$ cat src/rtl/frac_pix_if.sv
// Pixel byte stream in, packed filter/reference rows out, for frac_pix_streamer.
// The master side drives the bytes; the slave side presents the packed rows.
interface frac_pix_if #(
    parameter int PIX_W   = 8,
    parameter int ROW_PIX = 8,
    parameter int ROW_W   = 3
);
    logic [PIX_W-1:0]         pix_in;
    logic                     pix_valid;
    logic                     pix_ready;
    logic                     flush;
    logic [ROW_PIX*PIX_W-1:0] filter_pix;
    logic [ROW_PIX*PIX_W-1:0] ref_pix;
    logic                     input_ready;
    logic [ROW_W-1:0]         row_idx;
    logic                     block_last;

    modport master (
        output pix_in, pix_valid, flush,
        input  pix_ready, filter_pix, ref_pix, input_ready, row_idx, block_last
    );

    modport slave (
        input  pix_in, pix_valid, flush,
        output pix_ready, filter_pix, ref_pix, input_ready, row_idx, block_last
    );
endinterface

$ cat src/rtl/frac_pix_streamer.sv
// Byte-serial to row-parallel packer: ROW_PIX filter bytes then ROW_PIX reference bytes per row.
// Define FRAC_STREAM_PIPE_EN to drop the one-cycle EMIT bubble between rows.
module frac_pix_streamer #(
    parameter int PIX_W   = 8,
    parameter int ROW_PIX = 8,
    parameter int ROWS    = 8,
    parameter int ROW_W   = 3
) (
    input  logic       clk,
    input  logic       reset,
    frac_pix_if.slave  bus
);
    localparam int CNT_W = (ROW_PIX > 1) ? $clog2(ROW_PIX) : 1;
    localparam int ROW_BITS = ROW_PIX * PIX_W;

    typedef enum logic [1:0] {
        LOAD_FILT = 2'd0,
        LOAD_REF  = 2'd1,
        EMIT      = 2'd2
    } state_t;

    state_t              state_reg, state_next;
    logic [CNT_W-1:0]    count_reg, count_next;
    logic [ROW_W-1:0]    row_cnt_reg, row_cnt_next;
    logic [ROW_BITS-1:0] filt_out_reg, filt_out_next;
    logic [ROW_BITS-1:0] ref_out_reg, ref_out_next;
    logic [ROW_W-1:0]    row_idx_reg, row_idx_next;
    logic                input_ready_reg, input_ready_next;
    logic                block_last_reg, block_last_next;

    logic [PIX_W-1:0]    filt_sh_reg [ROW_PIX];
    logic [PIX_W-1:0]    ref_sh_reg  [ROW_PIX];
    logic [ROW_BITS-1:0] filt_flat;
    logic [ROW_BITS-1:0] ref_flat;

    logic pix_ready;
    logic accept;
    logic count_last;
    logic filt_we;
    logic ref_we;

`ifdef FRAC_STREAM_PIPE_EN
    assign pix_ready = ~reset;
`else
    assign pix_ready = ~reset & (state_reg != EMIT);
`endif
    // flush drops any byte offered in the same cycle
    assign accept     = bus.pix_valid & pix_ready & ~bus.flush;
    assign count_last = (count_reg == CNT_W'(ROW_PIX - 1));

    genvar gi;
    generate
        for (gi = 0; gi < ROW_PIX; gi++) begin : g_pack
            assign filt_flat[gi*PIX_W +: PIX_W] = filt_sh_reg[gi];
`ifdef FRAC_STREAM_PIPE_EN
            // the final reference byte bypasses its shadow slot so the row loads on its accept
            if (gi == ROW_PIX - 1) begin : g_bypass
                assign ref_flat[gi*PIX_W +: PIX_W] = bus.pix_in;
            end else begin : g_shadow
                assign ref_flat[gi*PIX_W +: PIX_W] = ref_sh_reg[gi];
            end
`else
            assign ref_flat[gi*PIX_W +: PIX_W] = ref_sh_reg[gi];
`endif
        end
    endgenerate

    always_comb begin
        state_next       = state_reg;
        count_next       = count_reg;
        row_cnt_next     = row_cnt_reg;
        filt_out_next    = filt_out_reg;
        ref_out_next     = ref_out_reg;
        row_idx_next     = row_idx_reg;
        input_ready_next = 1'b0;
        block_last_next  = 1'b0;
        filt_we          = 1'b0;
        ref_we           = 1'b0;

        if (bus.flush) begin
            state_next   = LOAD_FILT;
            count_next   = '0;
            row_cnt_next = '0;
        end else begin
            case (state_reg)
                LOAD_FILT: begin
                    if (accept) begin
                        filt_we = 1'b1;
                        if (count_last) begin
                            count_next = '0;
                            state_next = LOAD_REF;
                        end else begin
                            count_next = count_reg + 1'b1;
                        end
                    end
                end
                LOAD_REF: begin
                    if (accept) begin
                        ref_we = 1'b1;
                        if (count_last) begin
                            count_next = '0;
`ifdef FRAC_STREAM_PIPE_EN
                            state_next       = LOAD_FILT;
                            filt_out_next    = filt_flat;
                            ref_out_next     = ref_flat;
                            input_ready_next = 1'b1;
                            row_idx_next     = row_cnt_reg;
                            block_last_next  = (row_cnt_reg == ROW_W'(ROWS - 1));
                            row_cnt_next     = (row_cnt_reg == ROW_W'(ROWS - 1)) ? '0 : row_cnt_reg + 1'b1;
`else
                            state_next = EMIT;
`endif
                        end else begin
                            count_next = count_reg + 1'b1;
                        end
                    end
                end
                EMIT: begin
                    state_next       = LOAD_FILT;
                    filt_out_next    = filt_flat;
                    ref_out_next     = ref_flat;
                    input_ready_next = 1'b1;
                    row_idx_next     = row_cnt_reg;
                    block_last_next  = (row_cnt_reg == ROW_W'(ROWS - 1));
                    row_cnt_next     = (row_cnt_reg == ROW_W'(ROWS - 1)) ? '0 : row_cnt_reg + 1'b1;
                end
                default: begin
                    state_next = LOAD_FILT;
                    count_next = '0;
                end
            endcase
        end
    end

    always_ff @(posedge clk) begin
        if (reset) begin
            state_reg       <= LOAD_FILT;
            count_reg       <= '0;
            row_cnt_reg     <= '0;
            filt_out_reg    <= '0;
            ref_out_reg     <= '0;
            row_idx_reg     <= '0;
            input_ready_reg <= 1'b0;
            block_last_reg  <= 1'b0;
        end else begin
            state_reg       <= state_next;
            count_reg       <= count_next;
            row_cnt_reg     <= row_cnt_next;
            filt_out_reg    <= filt_out_next;
            ref_out_reg     <= ref_out_next;
            row_idx_reg     <= row_idx_next;
            input_ready_reg <= input_ready_next;
            block_last_reg  <= block_last_next;
        end
    end

    // shadows need no reset: every slot is rewritten before a row is presented
    always_ff @(posedge clk) begin
        if (filt_we) begin
            filt_sh_reg[count_reg] <= bus.pix_in;
        end
        if (ref_we) begin
            ref_sh_reg[count_reg] <= bus.pix_in;
        end
    end

    assign bus.pix_ready   = pix_ready;
    assign bus.filter_pix  = filt_out_reg;
    assign bus.ref_pix     = ref_out_reg;
    assign bus.input_ready = input_ready_reg;
    assign bus.row_idx     = row_idx_reg;
    assign bus.block_last  = block_last_reg;
endmodule
$ cat src/flat_wrapper.sv
// flat-port wrapper written by rule: the top's interface ports become plain ports
module frac_pix_streamer_flat 
#(
    parameter int PIX_W   = 8,
    parameter int ROW_PIX = 8,
    parameter int ROWS    = 8,
    parameter int ROW_W   = 3
)
  (clk, reset, bus_pix_in, bus_pix_valid, bus_flush, bus_pix_ready, bus_filter_pix, bus_ref_pix, bus_input_ready, bus_row_idx, bus_block_last);
  frac_pix_if #(.PIX_W(PIX_W), .ROW_PIX(ROW_PIX), .ROW_W(ROW_W)) bus_i ();
  input  logic clk;
  input  logic reset;
  input wire logic [$bits(bus_i.pix_in)-1:0] bus_pix_in;
  input wire logic [$bits(bus_i.pix_valid)-1:0] bus_pix_valid;
  input wire logic [$bits(bus_i.flush)-1:0] bus_flush;
  output wire logic [$bits(bus_i.pix_ready)-1:0] bus_pix_ready;
  output wire logic [$bits(bus_i.filter_pix)-1:0] bus_filter_pix;
  output wire logic [$bits(bus_i.ref_pix)-1:0] bus_ref_pix;
  output wire logic [$bits(bus_i.input_ready)-1:0] bus_input_ready;
  output wire logic [$bits(bus_i.row_idx)-1:0] bus_row_idx;
  output wire logic [$bits(bus_i.block_last)-1:0] bus_block_last;
  assign bus_i.pix_in = bus_pix_in;
  assign bus_i.pix_valid = bus_pix_valid;
  assign bus_i.flush = bus_flush;
  assign bus_pix_ready = bus_i.pix_ready;
  assign bus_filter_pix = bus_i.filter_pix;
  assign bus_ref_pix = bus_i.ref_pix;
  assign bus_input_ready = bus_i.input_ready;
  assign bus_row_idx = bus_i.row_idx;
  assign bus_block_last = bus_i.block_last;
  frac_pix_streamer #(.PIX_W(PIX_W), .ROW_PIX(ROW_PIX), .ROWS(ROWS), .ROW_W(ROW_W)) u_core (.clk(clk), .reset(reset), .bus(bus_i));
endmodule
$ cat config.mk
export PLATFORM = sky130hd
export DESIGN_NAME = frac_pix_streamer_flat
export DESIGN_NICKNAME = d
export VERILOG_FILES = /design/src/rtl/frac_pix_if.sv /design/src/rtl/frac_pix_streamer.sv /design/src/flat_wrapper.sv
export SDC_FILE = /design/constraint.sdc
export NUM_CORES = 1
export LEC_CHECK = 0
export BUFFER_PORTS_ARGS = -buffer_cell sky130_fd_sc_hd__clkbuf_2
export CAP_MARGIN = 20
export CELL_PAD_IN_SITES_DETAIL_PLACEMENT = 0
export CELL_PAD_IN_SITES_GLOBAL_PLACEMENT = 2
export CORE_ASPECT_RATIO = 0.5
export CORE_UTILIZATION = 36
export CTS_CLUSTER_SIZE = 10
export DETAILED_ROUTE_END_ITERATION = 10
export PLACE_DENSITY_LB_ADDON = 0.1
export RECOVER_POWER = 50
export SLEW_MARGIN = 10
export SYNTH_ARGS = -nofsm -noshare
export SYNTH_HDL_FRONTEND = slang
export SYNTH_SLANG_ARGS = --single-unit
$ cat constraint.sdc
create_clock -name clk -period 2.92 [get_ports clk]
set_input_delay 0.584 -clock clk [delete_from_list [all_inputs] [get_ports clk]]
set_output_delay 0.584 -clock clk [all_outputs]
set_load 0.01 [all_outputs]
==> results by group, run 1 <==
Outcome
  – Status: finished with violations
  – Failing checks: capacitance limit, slew limit

Logic synthesis
  – Synth area leader: edfxtp_1
  – Ys async rst share: 0%
  – Syn avg cell area: roughly 12 sq um
  – Net Count, Synth: ~800
  – Register bit total from synthesis: ~270
  – Yosys cell types: 26
  – Yosys top cell area share: ~43%
  – Mapped Area: around 0.009 sq mm
  – Post-Synthesis Cells: 772
  – Synth warn: 0
  – EDFF count, synth: 128
  – Seq/Total Area, Yosys: roughly three quarters
  – Largest cells by area after synthesis: edfxtp_1 (43%), dfxtp_1 (31%), nand2_1 (11%)
  – Ys flop type: dfxtp_1

Clocking
  – CTS Sinks: around 270
  – Number of setup buffers added after CTS: 0
  – H-tree Lvls: 1
  – Reg clk slew, reported paths: 0.06 ns
  – Later-pin clock latency in the skew report: 0.54 ns
  – CTS tree: built
  – Post-cts sizing count: 0
  – CTS root buf: clkbuf_16
  – TritonCTS Buffers: 30
  – Clk buf depth: 3
  – Hold buffers post-CTS: 0

Setup path
  – Critical path's slowest cell: nor2b_1
  – Crit path kind: reg2out
  – Worst Setup End Kind: primary output
  – Critical path fanouts, max: 10
  – Worst path required time: between 2 and 2.5 ns
  – Worst EP arrival: between 1.5 and 2 ns
  – Crit-path max cell delay: 0.56 ns
  – Worst setup SP type: register
  – Worst-path cell chain: nor2b_1 -> nor2_1 -> clkbuf_2

Cells and area
  – Ant. Diodes: 0
  – Filler cell count: approximately 2,400
  – Final Net Count: between 900 and 1,000
  – Commonest non-fill, non-tap cells in the layout: nand2_1 (267), clkbuf_1 (148), dfxtp_1 (141)
  – Layout cell share with drive strength beyond 1: roughly 8.4%
  – P&R area growth vs syn: 20.2%
  – Commonest non-fill, non-tap cell in the layout: nand2_1
  – Final core utilization: between 40 and 50%

Timing
  – Hold Vio Cnt, Final: 0
  – Slew Viols, Final: between 80 and 90
  – Fmax: around 400 MHz
  – Post-route clock period utilization: around 85%
  – Final min period: around 2.5 ns
  – Worst setup margin: ~0.45 ns
  – Final Skew: 0.00984 ns
  – Slew @ Worst Pin: between 1.5 and 2 ns
  – Finish-stage setup viols: 0
  – RSZ-0062 raised after global routing: false
  – Rel. slew slack: -22.7%
  – Setup TNS: 0 ns

Placed design
  – Hpwl dp: approximately 13 mm
  – Port Buf Inserts: approximately 150
  – Routability Congestion: 0.795
  – Dpl ws: a little under 0.7 ns

Power and ir drop
  – Pwr dens: ~700 mW/mm^2
  – Max VDD drop: 340 uV
  – P_leak: approximately 3.5 nW

Global routing
  – First-pass GRT wire length: 33.3 mm
  – Largest net degree at the start of global routing: 85
  – Grt ovf: 0
  – Vias in the first global route: 5,683
  – Initial antenna violation count: 0
  – Global-route usage over all layers: approximately 17%

Detailed routing
  – Via total after detailed routing: about 6,000
  – Remaining DRCs: 0
  – Final WL: 22.2 mm
  – Drt first pass iters: 5
  – Drt first-iter violations: between 200 and 300
  – Post-route ant nets: 0
  – Routed WL per cell: around 17 um
  – Vias per cell: around 4.7

Floorplanning
  – Core ar.: 0.0242 sq mm
  – Die Height: roughly 110 um
  – DIE WIDTH: roughly 230 um
  – Starting density of the core: 37.0%
  – DIE AREA: approximately 0.026 sq mm
  – FP Rows: 40
  – Io pins: around 150

Worst hold path
  – HP Class: in2reg

Job
  – Max-cap violations: 1
-- stage by stage --
stage          instances  instance area, sq um  power [mW]  hold WS [ns]
3_3_place_gp        1228                 10100        4.15         0.445
4_1_cts             1283                 10900        7.54         0.351
5_1_grt             1283                 10800        7.71         0.420
2_1_floorplan        772                  8960        4.07         0.448
3_5_place_dp        1228                 10100        4.15         0.447
6_report            1283                 10800        7.44         0.423
-- power by group --
part	internal, mW	leakage (nW)	switching, mW	total (mW)
Clock	1.97	0.410	1.41	3.38
Combinational	0.0103	0.762	0.0931	0.103
Sequential	3.95	2.29	0.00298	3.96
-- Yosys cell counts, types with 3 or more instances --
cell type / number
nor2_1: 21
edfxtp_1: 128
a21oi_1: 134
nor3_1: 5
clkbuf_1: 26
buf_6: 9
dfxtp_1: 141
ha_1: 4
nand2b_1: 3
buf_2: 4
buf_4: 10
nand2_1: 267
mux2i_1: 3
-- cell type report --
class,instances,area (sq um),share of cell area (%)
sequential,269,6670,61.9
multi-input combinational,454,2020,18.7
clock buffer,55,866,8.04
timing repair buffer,169,806,7.48
tap,336,420,3.90
-- worst max-delay path, delay by kind of cell (launching register included) --
| family | cells | cell delay, ns |
|---|---|---|
| simple gates | 2 | 0.67 |
| flops | 1 | 0.51 |
| buf+inv | 1 | 0.17 |
-- cells by family after synthesis --
logic type | count (synthesis) | share of synthesized area (%)
AND/OR/NAND/NOR | 309 | 13.7
flip-flops | 269 | 74.4
AO/OA/AOI/OAI | 137 | 7.69
buffers and inverters | 49 | 3.28
adder cells (fa/ha/maj) | 4 | 0.558
multiplexers | 3 | 0.335
XOR/XNOR | 1 | 0.0977
-- path summary, 6_finish.rpt --
kind	from	endpoint	slack, ns	depth (start not counted)
setup reg to reg	u_core.state_reg[0]$_SDFFE_PP0P_	u_core.ref_sh_reg[6][3]$_DFFE_PP_	0.89	3
hold reg to reg	bus_filter_pix[58]$_SDFFE_PP0P_	bus_filter_pix[58]$_SDFFE_PP0P_	0.45	2
setup / recovery	u_core.state_reg[1]$_SDFFE_PP0P_	bus_pix_ready	0.45	3
hold / removal	bus_pix_valid	u_core.state_reg[1]$_SDFFE_PP0P_	0.42	3
-- layer usage --
| metal | track usage [%] | wire length, um |
|---|---|---|
| met1 | 25.7 | 11100 |
| met2 | 26.6 | 9810 |
| met3 | 3.63 | 1100 |
| met4 | 3.04 | 256 |
| met5 | 0 | 0 |
Power figures use the tool's default switching activity.
==> run 2, diff against run 1 <==
==> constraint.sdc (replaced) <==
create_clock -name clk -period 2.4 [get_ports clk]
set_input_delay 0.48 -clock clk [delete_from_list [all_inputs] [get_ports clk]]
set_output_delay 0.48 -clock clk [all_outputs]
set_load 0.01 [all_outputs]
==> results by group, run 2 (synthesis results as in run 1) <==
Outcome
  – Status: completed

Clocking
  – CTS root buf: clkbuf_16
  – Reg clk slew, reported paths: roughly 0.06 ns
  – Hold buffers post-CTS: 0
  – CTS Sinks: approximately 270
  – Post-cts sizing count: 0
  – H-tree Lvls: 1
  – Number of setup buffers added after CTS: 0
  – CTS tree: built
  – Later-pin clock latency in the skew report: about 0.55 ns
  – Clk buf depth: 3
  – TritonCTS Buffers: 30

Job
  – Max-cap violations: 0

Placed design
  – Port Buf Inserts: around 150
  – Hpwl dp: between 10 and 15 mm
  – Routability Congestion: roughly 0.76
  – Post-DP Area: 0.0101 sq mm
  – Placed insts: around 1,200

Floorplanning
  – Io pins: 146
  – Core ar.: 0.0242 sq mm
  – Die Height: 114 um
  – DIE WIDTH: 225 um
  – Starting density of the core: 37.0%
  – FP Rows: 40
  – DIE AREA: between 0.02 and 0.03 sq mm

Global routing
  – Largest net degree at the start of global routing: about 110
  – Grt ovf: 0
  – Initial antenna violation count: 1
  – First-pass GRT wire length: roughly 34 mm
  – Vias in the first global route: around 5,800
  – Global-route usage over all layers: about 17%

Setup path
  – Worst Setup End Kind: primary output
  – Crit path kind: reg2out
  – Worst-path cell chain: nor2b_1 -> nor2_1 -> clkbuf_2
  – Worst setup SP type: register
  – Stages on the worst setup path: 3
  – WP buf/inv: 1
  – CP top delay family: flip-flops
  – Critical path's slowest cell: dfxtp_1
  – Crit-path max cell delay: approximately 0.50 ns
  – Worst EP arrival: between 1 and 1.5 ns
  – Reg2reg path depth: 4
  – Critical path fanouts, max: 10
  – Worst path required time: approximately 1.9 ns

Timing
  – Slew @ Worst Pin: about 1.4 ns
  – Final Skew: between 0.01 and 0.015 ns
  – Hold Vio Cnt, Final: 0
  – Rel. slew slack: ~8.0%
  – Slew Viols, Final: 0
  – Final min period: 1.95 ns
  – Fmax: about 500 MHz
  – Finish-stage setup viols: 0
  – Post-route clock period utilization: 81.5%
  – Setup TNS: 0 ns
  – RSZ-0062 raised after global routing: false

Detailed routing
  – Drt first-iter violations: 318
  – Post-route ant nets: 0
  – Final WL: roughly 22 mm
  – Drt first pass iters: 4
  – Vias per cell: 4.63
  – Remaining DRCs: 0
  – Routed WL per cell: 17.3 um
  – Via total after detailed routing: between 5,000 and 6,000

Power and ir drop
  – Internal power: about 7.2 mW
  – P_sw: roughly 1.9 mW
  – Pwr dens: roughly 850 mW/mm^2
  – Clock Power Share: 45.7%
  – Sw frac: between 20% and 30%
  – Reg power frac: a little over half
  – Gate power share: ~1.4%
  – Max VDD drop: 480 uV
  – P_leak: 3.41 nW

Cells and area
  – Commonest non-fill, non-tap cell in the layout: nand2_1
  – Layout Cells excl Fill: between 1,000 and 1,500
  – Layout cell share with drive strength beyond 1: roughly 7%
  – Commonest non-fill, non-tap cells in the layout: nand2_1 (267), clkbuf_1 (162), dfxtp_1 (141)
  – Final core utilization: between 40 and 50%
  – Final Net Count: ~940
  – Filler cell count: 2,412
  – Post-route cell area: approximately 0.011 sq mm
  – P&R area growth vs syn: 19.9%

Worst hold path
  – Worst Hold Depth: 3
  – HP Class: in2reg
[run 2: changes by cell type in the layout (fill, tap and decap cells not counted), sizes merged]
| cell | delta |
|---|---|
| diode | +2 |
| buf | +2 |
| clkbuf | -3 |
[run 2: worst min-delay path, stage by stage]
cell and delay [ns]:
clkbuf_2 0.14, nand3b_1 0.10, a21oi_1 0.06
[run 2: layout make-up]
type | count | area [sq um] | area share, %
timing repair buffer | 168 | 776 | 7.22
clock buffer | 55 | 866 | 8.05
multi-input combinational | 454 | 2020 | 18.8
antenna | 2 | 5.00 | 0.0466
tap | 336 | 420 | 3.91
sequential | 269 | 6670 | 62.0
[run 2: layer usage]
metal	track usage, %	routed length [um]	vias up
li1	-	-	2919
met1	25.6	11100	2865
met2	26.0	9650	122
met3	3.79	1050	37
met4	3.99	405	0
met5	0	0	-
[run 2: metrics by stage]
| step | power [mW] | hold WS [ns] | setup slack (ns) |
|---|---|---|---|
| floorplan | 4.95 | 0.448 | 0.233 |
| global placement | 5.04 | 0.444 | 0.325 |
| detailed placement | 5.04 | 0.446 | 0.293 |
| CTS | 9.20 | 0.258 | 0.395 |
| global route | 9.40 | 0.300 | 0.310 |
| finish | 9.10 | 0.287 | 0.445 |
[run 2: path summary, 6_finish.rpt]
path / start / endpoint / slack [ns]
hold / removal: bus_pix_valid / u_core.count_reg[2]$_SDFFE_PP0P_ / 0.29
hold reg to reg: bus_filter_pix[15]$_SDFFE_PP0P_ / bus_filter_pix[15]$_SDFFE_PP0P_ / 0.45
setup / recovery: u_core.state_reg[1]$_SDFFE_PP0P_ / bus_pix_ready / 0.45
setup reg to reg: u_core.count_reg[1]$_SDFFE_PP0P_ / u_core.ref_sh_reg[0][0]$_DFFE_PP_ / 0.60
[run 2: power by group through the flow]
stage                     logic, mW  clock network [mW]  registers [mW]
after floorplan              0.0458                   0            4.91
after global placement        0.133                   0            4.91
after detailed placement      0.134                   0            4.91
after CTS                     0.134                4.26            4.81
after global routing          0.138                4.46            4.81
final                         0.128                4.16            4.81
